==> src/rtl/core_seq_pkg.sv <==
// Shared types for the core sequencer: FSM state encoding and PC-select codes.
package core_seq_pkg;

  localparam int PC_SEL_W = 2;

  typedef enum logic [2:0] {
    CLEAR  = 3'd0,
    LOAD   = 3'd1,
    FETCH  = 3'd2,
    DECODE = 3'd3,
    EXEC   = 3'd4,
    MEM    = 3'd5,
    WB     = 3'd6,
    HALT   = 3'd7
  } seq_state_e;

  typedef enum logic [PC_SEL_W-1:0] {
    PC_PLUS4  = 2'd0,
    PC_BRANCH = 2'd1,
    PC_JALR   = 2'd2,
    PC_JAL    = 2'd3
  } pc_sel_e;

  // JALR outranks JAL, which outranks a taken branch.
  function automatic pc_sel_e pick_pc_sel(input logic jalre, input logic uje,
                                          input logic be, input logic taken);
    pc_sel_e sel;
    if (jalre)            sel = PC_JALR;
    else if (uje)         sel = PC_JAL;
    else if (be && taken) sel = PC_BRANCH;
    else                  sel = PC_PLUS4;
    return sel;
  endfunction

endpackage

==> src/rtl/core_sequencer_boot_loader.sv <==
// Program-image loader: valid/ready word stream into instruction memory,
// with a done pulse on the last word or when memory is full.
module boot_loader #(
  parameter int IMEM_DEPTH = 256,
  localparam int AW = $clog2(IMEM_DEPTH)
) (
  input  logic          clk,
  input  logic          rst,
  input  logic          clear,
  input  logic          active,
  input  logic          load_valid,
  input  logic          load_last,
  input  logic [31:0]   load_data,
  output logic          load_ready,
  output logic          imem_we,
  output logic [AW-1:0] imem_addr,
  output logic [31:0]   imem_wdata,
  output logic          done
);

  logic [AW-1:0] addr;
  logic          accept;
  logic          full;

  // A word transfers when load_valid and load_ready are both high in a cycle.
  assign load_ready = active;
  assign accept     = active && load_valid;
  assign full       = (addr == AW'(IMEM_DEPTH - 1));
  assign done       = accept && (load_last || full);

  assign imem_we    = accept;
  assign imem_addr  = addr;
  assign imem_wdata = load_data;

  // Address saturates at the top word; the FSM leaves LOAD on that write.
  always_ff @(posedge clk) begin
    if (rst || clear) begin
      addr <= '0;
    end else if (accept && !full) begin
      addr <= addr + 1'b1;
    end
  end

endmodule

==> src/rtl/core_sequencer.sv <==
// Multi-cycle core sequencer: CLEAR, LOAD, then FETCH/DECODE/EXEC/[MEM]/WB.
// Optional retired-instruction counter enabled by CORE_SEQ_PERF_EN.
module core_sequencer
  import core_seq_pkg::*;
#(
  parameter int IMEM_DEPTH = 256,
  localparam int AW = $clog2(IMEM_DEPTH)
) (
  input  logic                clk_i,
  input  logic                rst_i,
  input  logic                load_valid_i,
  output logic                load_ready_o,
  input  logic [31:0]         load_data_i,
  input  logic                load_last_i,
  output logic [AW-1:0]       imem_addr_o,
  output logic [31:0]         imem_wdata_o,
  output logic                imem_we_o,
  output logic                regrst_o,
  output logic                ir_en_o,
  input  logic                rwr_en_i,
  input  logic                be_i,
  input  logic                jalre_i,
  input  logic                uje_i,
  input  logic                mem_op_i,
  input  logic                illegal_i,
  input  logic                branch_taken_i,
  output logic                rwr_en_o,
  output logic                pc_en_o,
  output logic [PC_SEL_W-1:0] pc_sel_o,
  output logic                mem_req_o,
  input  logic                mem_ready_i,
  output logic                halted_o,
`ifdef CORE_SEQ_PERF_EN
  output logic [31:0]         retired_o,
`endif
  output logic [2:0]          state_o
);

  seq_state_e state;
  logic       load_done;

  boot_loader #(.IMEM_DEPTH(IMEM_DEPTH)) u_boot_loader (
    .clk        (clk_i),
    .rst        (rst_i),
    .clear      (state == CLEAR),
    .active     (state == LOAD),
    .load_valid (load_valid_i),
    .load_last  (load_last_i),
    .load_data  (load_data_i),
    .load_ready (load_ready_o),
    .imem_we    (imem_we_o),
    .imem_addr  (imem_addr_o),
    .imem_wdata (imem_wdata_o),
    .done       (load_done)
  );

  always_ff @(posedge clk_i) begin
    if (rst_i) begin
      state <= CLEAR;
    end else begin
      case (state)
        CLEAR:  state <= LOAD;
        LOAD:   if (load_done) state <= FETCH;
        FETCH:  state <= DECODE;
        DECODE: state <= illegal_i ? HALT : EXEC;
        EXEC:   state <= mem_op_i ? MEM : WB;
        MEM:    if (mem_ready_i) state <= WB;
        WB:     state <= FETCH;
        HALT:   state <= HALT;
      endcase
    end
  end

  // Decoder enables only reach the datapath in WB.
  assign regrst_o  = (state == CLEAR);
  assign ir_en_o   = (state == FETCH);
  assign mem_req_o = (state == MEM);
  assign rwr_en_o  = (state == WB) && rwr_en_i;
  assign pc_en_o   = (state == WB);
  assign pc_sel_o  = (state == WB) ? pick_pc_sel(jalre_i, uje_i, be_i, branch_taken_i)
                                   : PC_PLUS4;
  assign halted_o  = (state == HALT);
  assign state_o   = state;

`ifdef CORE_SEQ_PERF_EN
  logic [31:0] retired;

  always_ff @(posedge clk_i) begin
    if (rst_i || state == CLEAR) begin
      retired <= '0;
    end else if (state == WB) begin
      retired <= retired + 32'd1;
    end
  end

  assign retired_o = retired;
`endif

endmodule

==> config.mk <==
export PLATFORM = sky130hd
export DESIGN_NAME = core_sequencer
export DESIGN_NICKNAME = d
export VERILOG_FILES = /design/src/rtl/core_seq_pkg.sv /design/src/rtl/core_sequencer_boot_loader.sv /design/src/rtl/core_sequencer.sv
export SDC_FILE = /design/constraint.sdc
export NUM_CORES = 1
export LEC_CHECK = 0
export CORE_ASPECT_RATIO = 0.75
export CORE_MARGIN = 1
export CORE_UTILIZATION = 30
export CTS_CLUSTER_SIZE = 28
export DETAILED_ROUTE_END_ITERATION = 16
export GPL_ROUTABILITY_DRIVEN = 0
export HOLD_SLACK_MARGIN = 0.06
export PLACE_DENSITY_LB_ADDON = 0.25
export SETUP_SLACK_MARGIN = 0.1
export SLEW_MARGIN = 25
export SYNTH_ARGS = -nofsm -noshare
export SYNTH_HDL_FRONTEND = slang
export SYNTH_SLANG_ARGS = --single-unit
==> constraint.sdc <==
create_clock -name clk_i -period 3.7 [get_ports clk_i]
set_clock_uncertainty 0.2 [all_clocks]
set_input_delay 0.74 -clock clk_i [delete_from_list [all_inputs] [get_ports clk_i]]
set_output_delay 0.74 -clock clk_i [all_outputs]
set_load 0.02 [all_outputs]
==> results_dict.tcl, run 1 <==
set metrics [dict create \
    synth_largest_area_cell "buf_4" \
    worst_r2r_endpoint "u_boot_loader.imem_addr[1]$_SDFFE_PP0P_" \
    worst_path_max_delay_cell "clkdlybuf4s50_1" \
    final.setup.tns_ps 0 \
    reg2reg_slack_ps 1890 \
    total_leakage_power_nw 0.382 \
    synthesis.nets 154 \
    synthTopCellsByArea "buf_4 27%, dfxtp_1 24%, xor2_1 3.9%" \
    stage_delay_of_the_slowest_cell_on_the_critical_path_ps 620 \
    post-cts-setup-buffers 0 \
    drtAntennaViolNets 0 \
    cpMostUsedCell "clkdlybuf4s50_1" \
    slew_viol_final 0 \
    timing.final.ws_setup_ps 618 \
    p_int_w 0.000287 \
    clock_tree_sinks 11 \
    mostFrequentLayoutCells "32 x clkdlybuf4s50_1, 11 x dfxtp_1, 8 x nor2_1" \
    finalHoldViolCount 0 \
    clock_latency_ps 240 \
    power.share.sequential 0.356 \
    synth_edf_count 0 \
    total_number_of_nets_in_the_final_design 155 \
    cts-resized-gates 0 \
    clk_pin_slew_ps 50 \
    dp_hpwl_um 1580 \
    async_flop_share 0 \
    first_iter_violations 8 \
    endpoint_kind "output pin" \
    design.die.area_mm2 0.00325 \
    setup_violations 0 \
    antenna-diode-count 0 \
    slew_headroom 0.688 \
    syn2layout_area_growth_pct 16.4 \
    post_drt_wl_per_cell_um 13.8 \
    cts_buffers 3 \
    critical_path_maximum_fanout 6 \
    cts.path.max_buffers 2 \
    hp-class "flop to flop" \
    via_count_of_the_first_global_routing_pass 652 \
    criticalPathCategory "input pin to output pin" \
    grt_use_total 0.129 \
    grt_antenna_before_repair 0 \
    num_vias 712 \
    coreArea_mm2 0.00274 \
    mostFrequentLayoutCell "clkdlybuf4s50_1" \
    cp-start-kind "input pin" \
    clock_tree.root_cell "clkbuf_8" \
    tritoncts "done" \
    reg2reg_from "u_boot_loader.imem_addr[0]$_SDFFE_PP0P_" \
    post_cts_hold_buffer_count 0 \
    num_rows 16 \
    p_switching_w 0.000147 \
    dpl_worst_slack_ps 613 \
    finalWirelength_um 2000 \
    synth_cells 109 \
    combPwrFrac 0.371 \
    period_share 0.833 \
    vias_per_cell 4.91 \
    drt_pass1_iterations 4 \
    critPathRequiredTime_ps 2760 \
    switch_share 0.339 \
    hp-start "u_boot_loader.imem_addr[6]$_SDFFE_PP0P_" \
    wire_length_of_the_first_global_routing_pass_um 3190 \
    htree_num_levels 1 \
    grt_setup_unrepaired "no" \
    layout-drive-gt1-share 0.101 \
    whs_endpoint "u_boot_loader.imem_addr[6]$_SDFFE_PP0P_" \
    prevailing_post_synth_register_cell "dfxtp_1" \
    irDropWorstVdd_mv 0.216 \
    die-height_um 49.7 \
    final_period_minus_worst_setup_slack_ps 3080 \
    ys_seq_elements 11 \
    die_w_um 65.5 \
    yosysWarningCount 0 \
    grt_start_max_net_pins 16 \
    syn_area_per_cell_um2 8.33 \
    yosys.area.top_type_share 0.273 \
    fillerInstances 277 \
    residual_drc_count 0 \
    globalRouteOverflowTotal 0 \
    floorplan.initialDensity 0.331 \
    timing.max_cap.violations 0 \
    synth.yosys.seq_area_share 0.242 \
    status "complete, no violations" \
    synth.distinct_cells 33 \
    syn-cell-area_um2 908 \
    crit_arrival_ps 2140 \
    worst_reg_to_reg_path_cell_count 5 \
    path_cells "clkdlybuf4s50_1 > and4bb_4 > clkdlybuf4s50_1" \
    place.port_buffers 32 \
    worst_slew_pin_slew_ps 467 \
    fraction_of_power_consumed_by_the_clock_network 0.274 \
    min_path_cells 2 \
    max_freq_mhz 325 \
    cellPowerDensity_mw_per_mm2 410 \
    io_pins 97 \
]
metrics by stage:
| step | std cells | hold WS (ps) | instance area, µm² | power [W] | utilization |
|---|---|---|---|---|---|
| detailed placement | 141 | 321 | 1010 | 0.000318 | 0.369 |
| global placement | 141 | 320 | 1010 | 0.000315 | 0.369 |
| CTS | 145 | 329 | 1060 | 0.000437 | 0.385 |
| global route | 145 | 363 | 1060 | 0.000459 | 0.385 |
| floorplan | 109 | 397 | 908 | 0.000300 | - |
| finish | 145 | 325 | 1060 | 0.000434 | 0.385 |
power groups by stage:
stage	combinational, W	clock [W]	sequential [W]
after floorplan	0.000151	0	0.000150
after global placement	0.000160	0	0.000156
after detailed placement	0.000162	0	0.000156
after CTS	0.000162	0.000120	0.000154
after global routing	0.000174	0.000128	0.000157
final	0.000161	0.000119	0.000154
synthesized netlist by cell type (2+ instances only):
cell type / count
o21ai_0: 6
a21oi_1: 2
xor2_1: 4
a21oi_2: 2
buf_2: 2
inv_1: 3
nand2_1: 3
o211ai_1: 2
dfxtp_1: 11
nor3_1: 4
and2_1: 2
nor2_1: 8
a211oi_1: 2
nor2b_1: 3
buf_4: 33
and3_1: 4
or3_1: 2
area by class of cell:
type                            instances  area (µm²)  area share
Multi-Input combinational cell         59         415       0.393
Tap cell                               36        45.0      0.0426
Sequential cell                        11         220       0.208
Clock buffer                            4        45.0      0.0426
Inverter                                3        11.3      0.0107
Timing Repair Buffer                   32         320       0.303
flip-flops by register name, summed over array words and instances, names as in the netlist, named ones only:
| signal | count |
|---|---|
| state_o | 2 |
| u_boot_loader.imem_addr | 8 |
worst max path at each step:
stage | from | cells past startpoint | to
final | load_valid_i | 3 | imem_we_o
after global routing | load_valid_i | 3 | imem_we_o
after CTS | load_valid_i | 3 | imem_we_o
after detailed placement | load_valid_i | 3 | imem_we_o
after global placement | load_valid_i | 3 | imem_we_o
after floorplan | flop | 3 | pc_sel_o[0]
metal layers:
layer	up-vias	routed length (µm)	global-route usage
met5	-	0	0
met4	0	173	0.101
met3	28	157	0.0463
met2	32	837	0.180
met1	310	833	0.157
li1	342	-	-
worst max-delay path, delay by kind of cell:
kind | cells | cell delay (ps)
buffers and inverters | 2 | 1100
AND/OR/NAND/NOR | 1 | 300
cells by family (layout without fill, tap and decap cells):
kind of cell / count (synthesis) / in the layout / synth area share
compound gates: 18 / 18 / 0.154
xor+xnor: 4 / 4 / 0.0386
fa+ha+maj: 1 / 1 / 0.0138
buf+inv: 39 / 39 / 0.300
flops: 11 / 11 / 0.242
mux: 2 / 2 / 0.0234
simple gates: 34 / 34 / 0.227
(Power assumes the default switching activity.)
==> inputs of run 2 (changes only) <==
--- a/config.mk
+++ b/config.mk
@@ -7,7 +7,7 @@
 export LEC_CHECK = 0
 export CORE_ASPECT_RATIO = 0.75
 export CORE_MARGIN = 1
-export CORE_UTILIZATION = 30
+export CORE_UTILIZATION = 25
 export CTS_CLUSTER_SIZE = 28
 export DETAILED_ROUTE_END_ITERATION = 16
 export GPL_ROUTABILITY_DRIVEN = 0
==> constraint.sdc (replaced) <==
create_clock -name clk_i -period 2.75 [get_ports clk_i]
set_clock_uncertainty 0.2 [all_clocks]
set_input_delay 0.55 -clock clk_i [delete_from_list [all_inputs] [get_ports clk_i]]
set_output_delay 0.55 -clock clk_i [all_outputs]
set_load 0.02 [all_outputs]
==> results_dict.tcl, run 2 (same netlist as run 1, synthesis figures left out) <==
set metrics [dict create \
    die_w_um 71.6 \
    dp_hpwl_um 1460 \
    finalHoldViolCount 0 \
    vias_per_cell 4.52 \
    clock_latency_ps 240 \
    post_drt_wl_per_cell_um 12.5 \
    setup_violations 0 \
    crit_arrival_ps 1860 \
    layout-drive-gt1-share 0.126 \
    die-height_um 54.2 \
    floorplan.initialDensity 0.269 \
    syn2layout_area_growth_pct 19.0 \
    critical_path_maximum_fanout 2 \
    post-cts-setup-buffers 0 \
    globalRouteOverflowTotal 0 \
    reg2reg_slack_ps 950 \
    drtAntennaViolNets 0 \
    total_leakage_power_nw 0.412 \
    first_iter_violations 13 \
    grt_start_max_net_pins 13 \
    antenna-diode-count 0 \
    slew_headroom 0.717 \
    cts-resized-gates 0 \
    cellPowerDensity_mw_per_mm2 547 \
    timing.max_cap.violations 0 \
    worst_slew_pin_slew_ps 421 \
    worstSetupEndpoint "imem_we_o" \
    mostFrequentLayoutCell "clkdlybuf4s50_1" \
    tritoncts "done" \
    finalWirelength_um 1890 \
    final.setup.tns_ps 0 \
    period_share 0.950 \
    clock_tree_sinks 11 \
    slew_viol_final 0 \
    reg2reg_from "u_boot_loader.imem_addr[0]$_SDFFE_PP0P_" \
    num_vias 682 \
    residual_drc_count 0 \
    via_count_of_the_first_global_routing_pass 573 \
    grt_setup_unrepaired "no" \
    timing.final.ws_setup_ps 137 \
    grt_use_total 0.0934 \
    wire_length_of_the_first_global_routing_pass_um 2690 \
    fillerInstances 359 \
    worst_setup_path_startpoint "load_valid_i" \
    clock_tree.root_cell "clkbuf_8" \
    max_freq_mhz 383 \
    criticalPathCategory "input pin to output pin" \
    cts_buffers 3 \
    final_period_minus_worst_setup_slack_ps 2610 \
    final_core_utilization 0.320 \
    endpoint_kind "output pin" \
    io_pins 97 \
    num_rows 18 \
    worst_reg_to_reg_path_cell_count 5 \
    grt_antenna_before_repair 0 \
    cp-start-kind "input pin" \
    htree_num_levels 1 \
    multi_input_comb_area_um2 415 \
    drt_pass1_iterations 6 \
    largest_register_ffs 8 \
    total_number_of_nets_in_the_final_design 157 \
    hp-class "flop to flop" \
    irDropWorstVdd_mv 0.167 \
    post_cts_hold_buffer_count 0 \
    critPathRequiredTime_ps 2000 \
    regArea_um2 221 \
    status "complete, no violations" \
    mostFrequentLayoutCells "31 x clkdlybuf4s50_1, 10 x dfxtp_1, 8 x nor2_1" \
    clk_pin_slew_ps 50 \
    power.total_w 0.000591 \
    place.port_buffers 32 \
    coreArea_mm2 0.00338 \
    design.die.area_mm2 0.00388 \
    worst_r2r_endpoint "u_boot_loader.imem_addr[1]$_SDFFE_PP0P_" \
    dpl_worst_slack_ps 132 \
    cts.path.max_buffers 2 \
]
## run 2: changes by cell type in the layout (fill, tap and decap cells not counted)
| cell | delta |
|---|---|
| buf_4 | +2 |
| clkdlybuf4s50_1 | -1 |
| dfxtp_1 | -1 |
| dfxtp_2 | +1 |
| dlymetal6s2s_1 | +1 |
## run 2: worst min path at each step
stage	slack, ps	from	end	depth (start not counted)
floorplan	400	u_boot_loader.imem_addr[6]$_SDFFE_PP0P_	u_boot_loader.imem_addr[6]$_SDFFE_PP0P_	2
CTS	340	u_boot_loader.imem_addr[7]$_SDFFE_PP0P_	u_boot_loader.imem_addr[7]$_SDFFE_PP0P_	2
finish	350	u_boot_loader.imem_addr[6]$_SDFFE_PP0P_	u_boot_loader.imem_addr[6]$_SDFFE_PP0P_	2
detailed placement	330	u_boot_loader.imem_addr[7]$_SDFFE_PP0P_	u_boot_loader.imem_addr[7]$_SDFFE_PP0P_	2
global route	350	u_boot_loader.imem_addr[7]$_SDFFE_PP0P_	u_boot_loader.imem_addr[7]$_SDFFE_PP0P_	2
global placement	320	u_boot_loader.imem_addr[6]$_SDFFE_PP0P_	u_boot_loader.imem_addr[6]$_SDFFE_PP0P_	2
## run 2: metrics by stage
stage | hold slack (ps) | cells | instance area (µm²)
after floorplan | 397 | 109 | 908
after global placement | 323 | 147 | 1030
after detailed placement | 333 | 147 | 1030
after CTS | 341 | 151 | 1080
after global routing | 354 | 151 | 1080
final | 348 | 151 | 1080
## run 2: metal layers
| layer | global-route usage | up-vias | share of wire |
|---|---|---|---|
| met2 | 0.127 | 29 | 0.44 |
| li1 | - | 341 | - |
| met1 | 0.122 | 302 | 0.48 |
| met3 | 0.0543 | 10 | 0.057 |
| met4 | 0.0294 | 0 | 0.019 |
| met5 | 0 | - | 0 |
## run 2: final cells by class
type | count | share of cell area
Tap cell | 40 | 0.0463
Timing Repair Buffer | 34 | 0.312
Inverter | 3 | 0.0104
Multi-Input combinational cell | 59 | 0.384
Clock buffer | 4 | 0.0417
Sequential cell | 11 | 0.205
## run 2: report_power, final
part | internal (W) | leakage, nW | total (W) | switching [W]
Combinational | 0.000117 | 0.300 | 0.000228 | 0.000111
Sequential | 0.000174 | 0.0894 | 0.000204 | 0.0000300
Clock | 0.000102 | 0.0228 | 0.000159 | 0.0000573
## run 2: critical path, cell delays in order
cell,delay (ps)
clkdlybuf4s50_1,470
and4bb_4,240
clkdlybuf4s50_1,600
